## src/rtl/rom_loader.sv

```systemverilog
`default_nettype none
// ============================================================================
// Module   : rom_loader
// Purpose  : Boot loader that writes a checksummed byte-stream image into the
//            instruction ROM and holds the CPU in reset until it verifies.
// Revision : 1.0 - initial release
// ============================================================================
module rom_loader #(
    parameter int ADDR_W = 10
) (
    input  logic              clk,
    input  logic              async_rst,
    input  logic              clk_en,
    input  logic              start,
    input  logic [7:0]        rx_data,
    input  logic              rx_valid,
    output logic              rx_ready,
    output logic              rom_we,
    output logic [ADDR_W-1:0] rom_addr,
    output logic [15:0]       rom_wdata,
    output logic              cpu_hold,
    output logic              done,
    output logic              error
);

    localparam logic [2:0] S_IDLE    = 3'd0;
    localparam logic [2:0] S_CNT_LO  = 3'd1;
    localparam logic [2:0] S_CNT_HI  = 3'd2;
    localparam logic [2:0] S_DATA_HI = 3'd3;
    localparam logic [2:0] S_DATA_LO = 3'd4;
    localparam logic [2:0] S_CHECK   = 3'd5;
    localparam logic [2:0] S_DONE    = 3'd6;
    localparam logic [2:0] S_ERROR   = 3'd7;

    localparam logic [16:0]     C_MAX_WORDS = 17'd1 << ADDR_W;
    localparam logic [ADDR_W:0] C_ONE       = {{ADDR_W{1'b0}}, 1'b1};

    logic [2:0]        state_q,     state_d;
    logic [7:0]        cnt_lo_q,    cnt_lo_d;
    logic [ADDR_W:0]   count_q,     count_d;
    logic [ADDR_W:0]   index_q,     index_d;
    logic [7:0]        sum_q,       sum_d;
    logic [7:0]        hi_q,        hi_d;
    logic              rom_we_q,    rom_we_d;
    logic [ADDR_W-1:0] rom_addr_q,  rom_addr_d;
    logic [15:0]       rom_wdata_q, rom_wdata_d;

    logic              w_accept;
    logic [15:0]       w_count;
    logic              w_bad_count;
    logic              w_last_word;

    always_comb begin
        rx_ready = 1'b0;
        if (clk_en) begin
            case (state_q)
                S_CNT_LO, S_CNT_HI, S_DATA_HI, S_DATA_LO, S_CHECK: rx_ready = 1'b1;
                default:                                           rx_ready = 1'b0;
            endcase
        end
    end

    assign w_accept    = rx_valid && rx_ready;
    assign w_count     = {rx_data, cnt_lo_q};
    assign w_bad_count = (w_count == 16'd0) || ({1'b0, w_count} > C_MAX_WORDS);
    assign w_last_word = (index_q == (count_q - C_ONE));

    always_comb begin
        state_d     = state_q;
        cnt_lo_d    = cnt_lo_q;
        count_d     = count_q;
        index_d     = index_q;
        sum_d       = sum_q;
        hi_d        = hi_q;
        rom_we_d    = rom_we_q;
        rom_addr_d  = rom_addr_q;
        rom_wdata_d = rom_wdata_q;

        // rom_we only retires on an enabled edge so the ROM sees one write
        if (clk_en) begin
            rom_we_d = 1'b0;
            case (state_q)
                S_IDLE, S_DONE, S_ERROR: begin
                    if (start) state_d = S_CNT_LO;
                end
                S_CNT_LO: begin
                    if (w_accept) begin
                        cnt_lo_d = rx_data;
                        state_d  = S_CNT_HI;
                    end
                end
                S_CNT_HI: begin
                    if (w_accept) begin
                        if (w_bad_count) begin
                            state_d = S_ERROR;
                        end else begin
                            count_d = w_count[ADDR_W:0];
                            index_d = '0;
                            sum_d   = '0;
                            state_d = S_DATA_HI;
                        end
                    end
                end
                S_DATA_HI: begin
                    if (w_accept) begin
                        hi_d    = rx_data;
                        sum_d   = sum_q + rx_data;
                        state_d = S_DATA_LO;
                    end
                end
                S_DATA_LO: begin
                    if (w_accept) begin
                        sum_d       = sum_q + rx_data;
                        rom_we_d    = 1'b1;
                        rom_addr_d  = index_q[ADDR_W-1:0];
                        rom_wdata_d = {hi_q, rx_data};
                        if (w_last_word) begin
                            state_d = S_CHECK;
                        end else begin
                            index_d = index_q + C_ONE;
                            state_d = S_DATA_HI;
                        end
                    end
                end
                S_CHECK: begin
                    if (w_accept) state_d = (rx_data == sum_q) ? S_DONE : S_ERROR;
                end
                default: state_d = S_IDLE;
            endcase
        end
    end

    always_ff @(posedge clk or posedge async_rst) begin
        if (async_rst) begin
            state_q     <= S_IDLE;
            cnt_lo_q    <= '0;
            count_q     <= '0;
            index_q     <= '0;
            sum_q       <= '0;
            hi_q        <= '0;
            rom_we_q    <= 1'b0;
            rom_addr_q  <= '0;
            rom_wdata_q <= '0;
        end else begin
            state_q     <= state_d;
            cnt_lo_q    <= cnt_lo_d;
            count_q     <= count_d;
            index_q     <= index_d;
            sum_q       <= sum_d;
            hi_q        <= hi_d;
            rom_we_q    <= rom_we_d;
            rom_addr_q  <= rom_addr_d;
            rom_wdata_q <= rom_wdata_d;
        end
    end

    assign rom_we    = rom_we_q;
    assign rom_addr  = rom_addr_q;
    assign rom_wdata = rom_wdata_q;
    assign cpu_hold  = (state_q != S_DONE);
    assign done      = (state_q == S_DONE);
    assign error     = (state_q == S_ERROR);

endmodule
`default_nettype wire

```

## config.mk

```make
export PLATFORM = sky130hd
export DESIGN_NAME = rom_loader
export DESIGN_NICKNAME = d
export VERILOG_FILES = /design/src/rtl/rom_loader.sv
export SDC_FILE = /design/constraint.sdc
export NUM_CORES = 1
export LEC_CHECK = 0
export BUFFER_PORTS_ARGS = -buffer_cell sky130_fd_sc_hd__buf_2
export CAP_MARGIN = 10
export CORE_MARGIN = 8
export CORE_UTILIZATION = 40
export CTS_BUF_LIST = sky130_fd_sc_hd__clkbuf_8
export CTS_CLUSTER_SIZE = 40
export DETAILED_ROUTE_END_ITERATION = 10
export SETUP_SLACK_MARGIN = 0.3
export SLEW_MARGIN = 20
export SYNTH_ARGS = -nofsm -noshare
export SYNTH_HDL_FRONTEND = slang
export SYNTH_SLANG_ARGS = --single-unit
```

## constraint.sdc

```tcl
create_clock -name clk -period 3.3 [get_ports clk]
set_clock_uncertainty 0.15 [all_clocks]
set_input_delay 0.165 -clock clk [delete_from_list [all_inputs] [get_ports clk]]
set_output_delay 0.165 -clock clk [all_outputs]
set_load 0.02 [all_outputs]
```

# Word level (Yosys, flattened, before mapping)
# Index checks and enable logic that the tools add are counted.
totals:
  regBits: 76
  latch_bits: 0
  ram_bits: 0
  romBits: 0
  input_bits: 13
  out_inout_bits: 31
  wordCells: 72
  mem_count: 0
op_classes:
  add_sub_neg: 3
  mul: 0
  div: 0
  n_lt_le_gt_ge: 1
  n_eq_ne: 19
  shifts: 0
  mux: 23
  bitwise: 1
  n_reduce_logical: 16
ops:
  columns: ["op", "count"]
  rows:
  - ["11-bit two-way mux", 4]
  - ["3-bit two-way mux", 8]
  - ["8-bit two-way mux", 3]
  - ["11-bit case mux with 2 select lines", 1]
  - ["3-bit case mux with 6 select lines", 1]
  - ["16-bit by 11-bit greater-than comparator with 1-bit output (second input constant)", 1]
  - ["16-bit logical NOT", 1]
  - ["2-bit != test (second input constant)", 8]
  - ["8-bit case mux with 2 select lines", 1]
  - ["3-bit == test (second input constant)", 4]
  - ["11-bit by 1-bit adder with 11-bit output (second input constant)", 1]
  - ["11-bit == test", 1]
  - ["11-bit by 1-bit subtractor with 11-bit output (second input constant)", 1]
  - ["3-bit AND reduction", 3]
  - ["8-bit adder", 1]
  - ["8-bit == test", 1]
  - ["7-bit AND reduction", 1]
  - ["3-bit by 2-bit == test with 1-bit output (second input constant)", 2]
  - ["6-bit AND reduction", 1]
  - ["1-bit two-way mux", 5]
  - ["5-bit AND reduction", 1]
  - ["5-bit OR reduction", 1]
  - ["4-bit AND reduction", 1]
  - ["2-bit nonzero test", 2]
  - ["9 further kinds", 9]

# Depth between registers and ports, before layout
logic_depth:
  depth_word: 7
  mapped_depth: 9
  mapped_depth_nobuf: 9

# Worst setup path before layout
# Ideal clock, no wire load.
synth_path:
  path_type: "register to register"
  from: "register count_q[0]"
  to: "register index_q[6]"
  setup_time_ns: 0.123
  t_arrival_ns: 2.056
  t_required_ns: 3.027
  path_slack_ns: 0.972
  path_stages_with_launch: 10
  n_path_buf: 0
  period_less_slack_ns: 2.328
  path_cell_list: "dfrtp_1 inv_1 ha_1 nor4b_4 xor2_1 nand4_1 o211ai_1 and3_4 or4_4 mux2i_1"
synth_between:
  elab_chain_cells: 4
synth_rtl:
  columns: ["item", "line_no", "text"]
  rows:
  - ["start, declared", "40", "logic [ADDR_W:0] count_q, count_d;"]
  - ["start signal, assigned", "147", "count_q <= count_d;"]
  - ["11-bit by 1-bit subtractor with 11-bit output", "66", "assign w_last_word = (index_q == (count_q - C_ONE));"]
  - ["11-bit == test", "66", null]
  - ["2-bit != test (no line)", null, null]
  - ["6-bit AND reduction (no line)", null, null]
  - ["end signal, assigned", "148", "index_q <= index_d;"]
  - ["end, declared", "41", "logic [ADDR_W:0] index_q, index_d;"]
# No other way between the ends.
# A chain may end at the register's enable or synchronous reset.

# Worst setup path in the final report
layout_path:
  from: "input rx_data[5]"
  to: "register index_q[3]"
layout_between:
  elab_chain_cells: 4
  word_cells_on_any_way: 5
  classes_between: "order compare: 1; eq/ne: 1; reduce/logical: 3"
layout_rtl:
  columns: ["item", "line_no", "text"]
  rows:
  - ["start, declared", "15", "input logic [7:0] rx_data,"]
  - ["16-bit by 11-bit greater-than comparator with 1-bit output or 16-bit logical NOT (tied branches)", "65", "assign w_bad_count = (w_count == 16'd0) || ({1'b0, w_count} > C_MAX_WORDS);"]
  - ["1-bit logical OR (*)", "65", null]
  - ["2-bit != test (no line) (*)", null, null]
  - ["6-bit AND reduction (no line) (*)", null, null]
# Every way passes the cells marked *; elsewhere a longest branch is shown, timed or not.

==> run_results.csv <==
group,metric,value,unit
timing,maxSlewViolCount,0,
grt,antenna_found_initial,0,
synthesis,yosysWarnings,0,
power_and_ir_drop,p_leak,0.00228,µW
timing,finalHoldViolCount,0,
setup_path,path_max_fanout,19,
timing,timing_worst_slew_pin_value,0.910,ns
setup_path,reg2reg_depth,6,
grt,grtUsageTotal,0.159,
timing,setup_tns,0,ns
power_and_ir_drop,switching_power,1130,µW
timing,period_minus_slack,2.64,ns
placement,gp_congestion,0.789,
synthesis,synth_edf_count,0,
cts,cts_root_buffer,"clkbuf_8",
cts,clk_pin_slew,0.09,ns
setup_path,slowest_delay,0.58,ns
min_path,hold_class,"in2reg",
routing,routed_wl,9740,µm
grt,grt_pass1_vias,3224,
cells_and_area,fillers,943,
synthesis,synth.top_cell.area_share,0.481,
power_and_ir_drop,finalPower,3010,µW
min_path,worstHoldStart,"rx_data[2]",
grt,grt_overflow,0,
setup_path,worstSetupStartpointType,"primary input",
job,maxCapViolCount,0,
placement,placed_cell_area,0.00431,mm²
timing,fmax,379,MHz
routing,drt_iter0_drc,132,
die,die_h,115,µm
routing,detail-route-antenna-nets,0,
grt,grt_max_degree,39,
power_and_ir_drop,clockPowerShare,0.222,
setup_path,worstReg2RegEnd,"index_q[10]$_DFFE_PP0P_",
cts,post_cts_buffers,0,
cells_and_area,num_antenna_cells,0,
power_and_ir_drop,ir_drop,397,µV
min_path,hold_end,"rom_wdata[2]$_DFFE_PP0P_",
die,dieArea,0.0133,mm²
setup_path,path_depth,8,
synthesis,yosysSeqAreaShare,0.481,
setup_path,end_kind,"register",
setup_path,reg2reg_slack,0.71,ns
power_and_ir_drop,swShare,0.375,
cts,cts.htree.levels,3,
synthesis,synth-seq-cells,76,
cells_and_area,drive_gt1_frac,0.199,
die,ioPinCount,44,
cts,cts_buffers,9,
timing,grt_setup_unrepaired,"no",
status,outcome,"complete, no violations",
die,core_area,0.00968,mm²
timing,fin_hold_ws,0.0172,ns
setup_path,worstPathRequired,3.40,ns
synthesis,netlist_area,0.00396,mm²
cts,postCtsHoldBufs,9,
cells_and_area,synthToLayoutAreaGrowth,15.8,%
synthesis,ys_types,53,
setup_path,path_class,"in2reg",
power_and_ir_drop,power_frac_comb,0.305,
timing,setup_viol,0,
timing,fin_crit_sh,0.801,
synthesis,synth_nets,445,
setup_path,crit_chain,"dlygate4sd3_1 > buf_2 > or4_1 > nor3b_1 > mux2_2 > and2_1 > a21oi_1 > a21o_1",
cells_and_area,final_util,0.473,
setup_path,r2r_start,"state_q[0]$_DFFE_PP0P_",
setup_path,path_buf_inv,2,
power_and_ir_drop,p_int,1880,µW
cells_and_area,fin_area,0.00458,mm²
synthesis,syn_area_per_cell,9.38,µm²
setup_path,critPathArrivalTime,2.74,ns
cts,ctsResizeCount,0,
min_path,min_path_cells,3,
die,die_width,115,µm
grt,grt_pass1_wl,16700,µm
routing,post-route-drc-count,0,
die,initial_utilization,0.409,
power_and_ir_drop,power_density,657,mW/mm²
placement,hpwl,6980,µm
cts,tritoncts,"done",
synthesis,synthArstFlopShare,1.00,
die,rows,36,
synthesis,syn-instance-count,422,
cts,cts_buffer_depth,2,
setup_path,critical-path-top-delay-family,"simple AND/OR/NAND/NOR gates",
power_and_ir_drop,p_seq_frac,0.473,
cts,cts.sinks,76,
setup_path,crit_path_top_delay_cell,"or4_1",
synthesis,synthFlopType,"dfrtp_1",
cells_and_area,final_nets,496,
routing,drtPass1Iterations,4,
placement,port_buffers,43,
routing,vias,3205,
synthesis,netlist.top_cell.by_area,"dfrtp_1",
timing,slew_headroom,0.392,
cts,clock_latency,0.36,ns
synthesis,synth_area_leaders,"dfrtp_1 48%, nand2_1 13%, mux2_2 4.8%",
routing,wl_per_cell,15.9,µm
routing,vias_per_cell,5.25,
==> metrics by stage <==
| step | worst slack, ns | cells |
|---|---|---|
| after floorplan | 0.972 | 422 |
| after global placement | 0.755 | 586 |
| after detailed placement | 0.729 | 586 |
| after CTS | 0.670 | 611 |
| after global routing | 0.432 | 611 |
| final | 0.658 | 611 |
==> cells in the mapped netlist (2+ instances only) <==
| master | n |
|---|---|
| nand2b_1 | 4 |
| nor2_1 | 14 |
| nor2b_1 | 2 |
| o21ai_0 | 10 |
| o41ai_1 | 2 |
| nor4_1 | 7 |
| or3_1 | 3 |
| xor2_1 | 12 |
| o211ai_1 | 3 |
| mux2i_1 | 7 |
| a31oi_1 | 2 |
| a21oi_1 | 12 |
| nor3_1 | 7 |
| and2_1 | 3 |
| inv_1 | 11 |
| buf_1 | 2 |
| dfrtp_1 | 76 |
| a211oi_1 | 2 |
| mux2_2 | 17 |
| nand4_1 | 5 |
| clkbuf_1 | 13 |
| nand3_1 | 10 |
| xnor2_1 | 9 |
| or2_2 | 2 |
| ha_1 | 9 |
| a21o_1 | 5 |
| buf_2 | 2 |
| and3_1 | 3 |
| o21bai_1 | 2 |
| o31ai_1 | 11 |
| nand2_1 | 133 |
==> power groups by stage <==
stage | clock network [µW] | logic [µW] | registers [µW]
after floorplan | 0 | 605 | 1460
after global placement | 0 | 903 | 1440
after detailed placement | 0 | 925 | 1440
after CTS | 689 | 934 | 1430
after global routing | 730 | 1020 | 1470
final | 669 | 918 | 1430
==> registers in the layout, summed over array words and instances (netlist names) <==
name and cells:
sum_q 8, count_q 11, rom_addr 10, rom_wdata 16, rom_we 1, state_q 3
cnt_lo_q 8, hi_q 8, index_q 11
==> worst max-delay path by stage <==
stage | from | to | slack, ns
finish | rx_data[5] | index_q[3]$_DFFE_PP0P_ | 0.66
floorplan | count_q[0]$_DFFE_PP0P_ | index_q[6]$_DFFE_PP0P_ | 0.97
CTS | rx_data[5] | index_q[3]$_DFFE_PP0P_ | 0.67
detailed placement | state_q[0]$_DFFE_PP0P_ | index_q[10]$_DFFE_PP0P_ | 0.73
global route | state_q[0]$_DFFE_PP0P_ | index_q[10]$_DFFE_PP0P_ | 0.43
global placement | state_q[0]$_DFFE_PP0P_ | index_q[4]$_DFFE_PP0P_ | 0.76
==> routing by layer <==
layer / vias up / share of wire / GRT usage
li1: 1553 / - / -
met1: 1559 / 0.48 / 0.206
met2: 76 / 0.45 / 0.248
met3: 17 / 0.047 / 0.0323
met4: 0 / 0.024 / 0.0753
met5: - / 0 / 0
==> worst register-to-register path, cell delays in order, from the launching register on <==
cell and delay [ns]:
dfrtp_1 0.55, nor2_1 0.22, and2_1 0.30, nand3_1 0.41, nor4_1 0.51, nand4_1 0.19
mux2i_1 0.15
==> cells by family (layout without fill, tap and decap cells) <==
group           Yosys count  in the layout  synth area share
buf+inv                  29             85            0.0300
fa+ha+maj                10             10            0.0335
simple gates            204            204             0.242
compound gates           58             58             0.101
flops                    76             76             0.481
xor+xnor                 21             21            0.0465
mux                      24             24            0.0661
==> cell type report <==
cell class              count  area [µm²]  area share
inverters                  11        41.3     0.00901
clock buffers              10         138      0.0300
flip-flops and latches     76        1900       0.415
well taps                 133         166      0.0363
clock inverters             6        46.3      0.0101
multi-input cells         317        1940       0.423
repair buffers             58         350      0.0765
==> cell usage in the layout, fill, tap and decap left out, drive strengths merged, types with 3 or more instances in the layout <==
master and n:
mux2 17, nand2b 4, and2 3, xnor2 9
a21o 5, mux2i 7, nor2 14, clkbuf 10
inv 13, dlygate4sd3 9, buf 49, nand2 133
nand4 5, dfrtp 76, nand3 11, o31ai 11
nor4 8, or3 3, a21oi 12, o21ai 10
ha 9, and3 5, xor2 12, nor4b 3
nor3 8, o211ai 3
(Power assumes the default switching activity.)
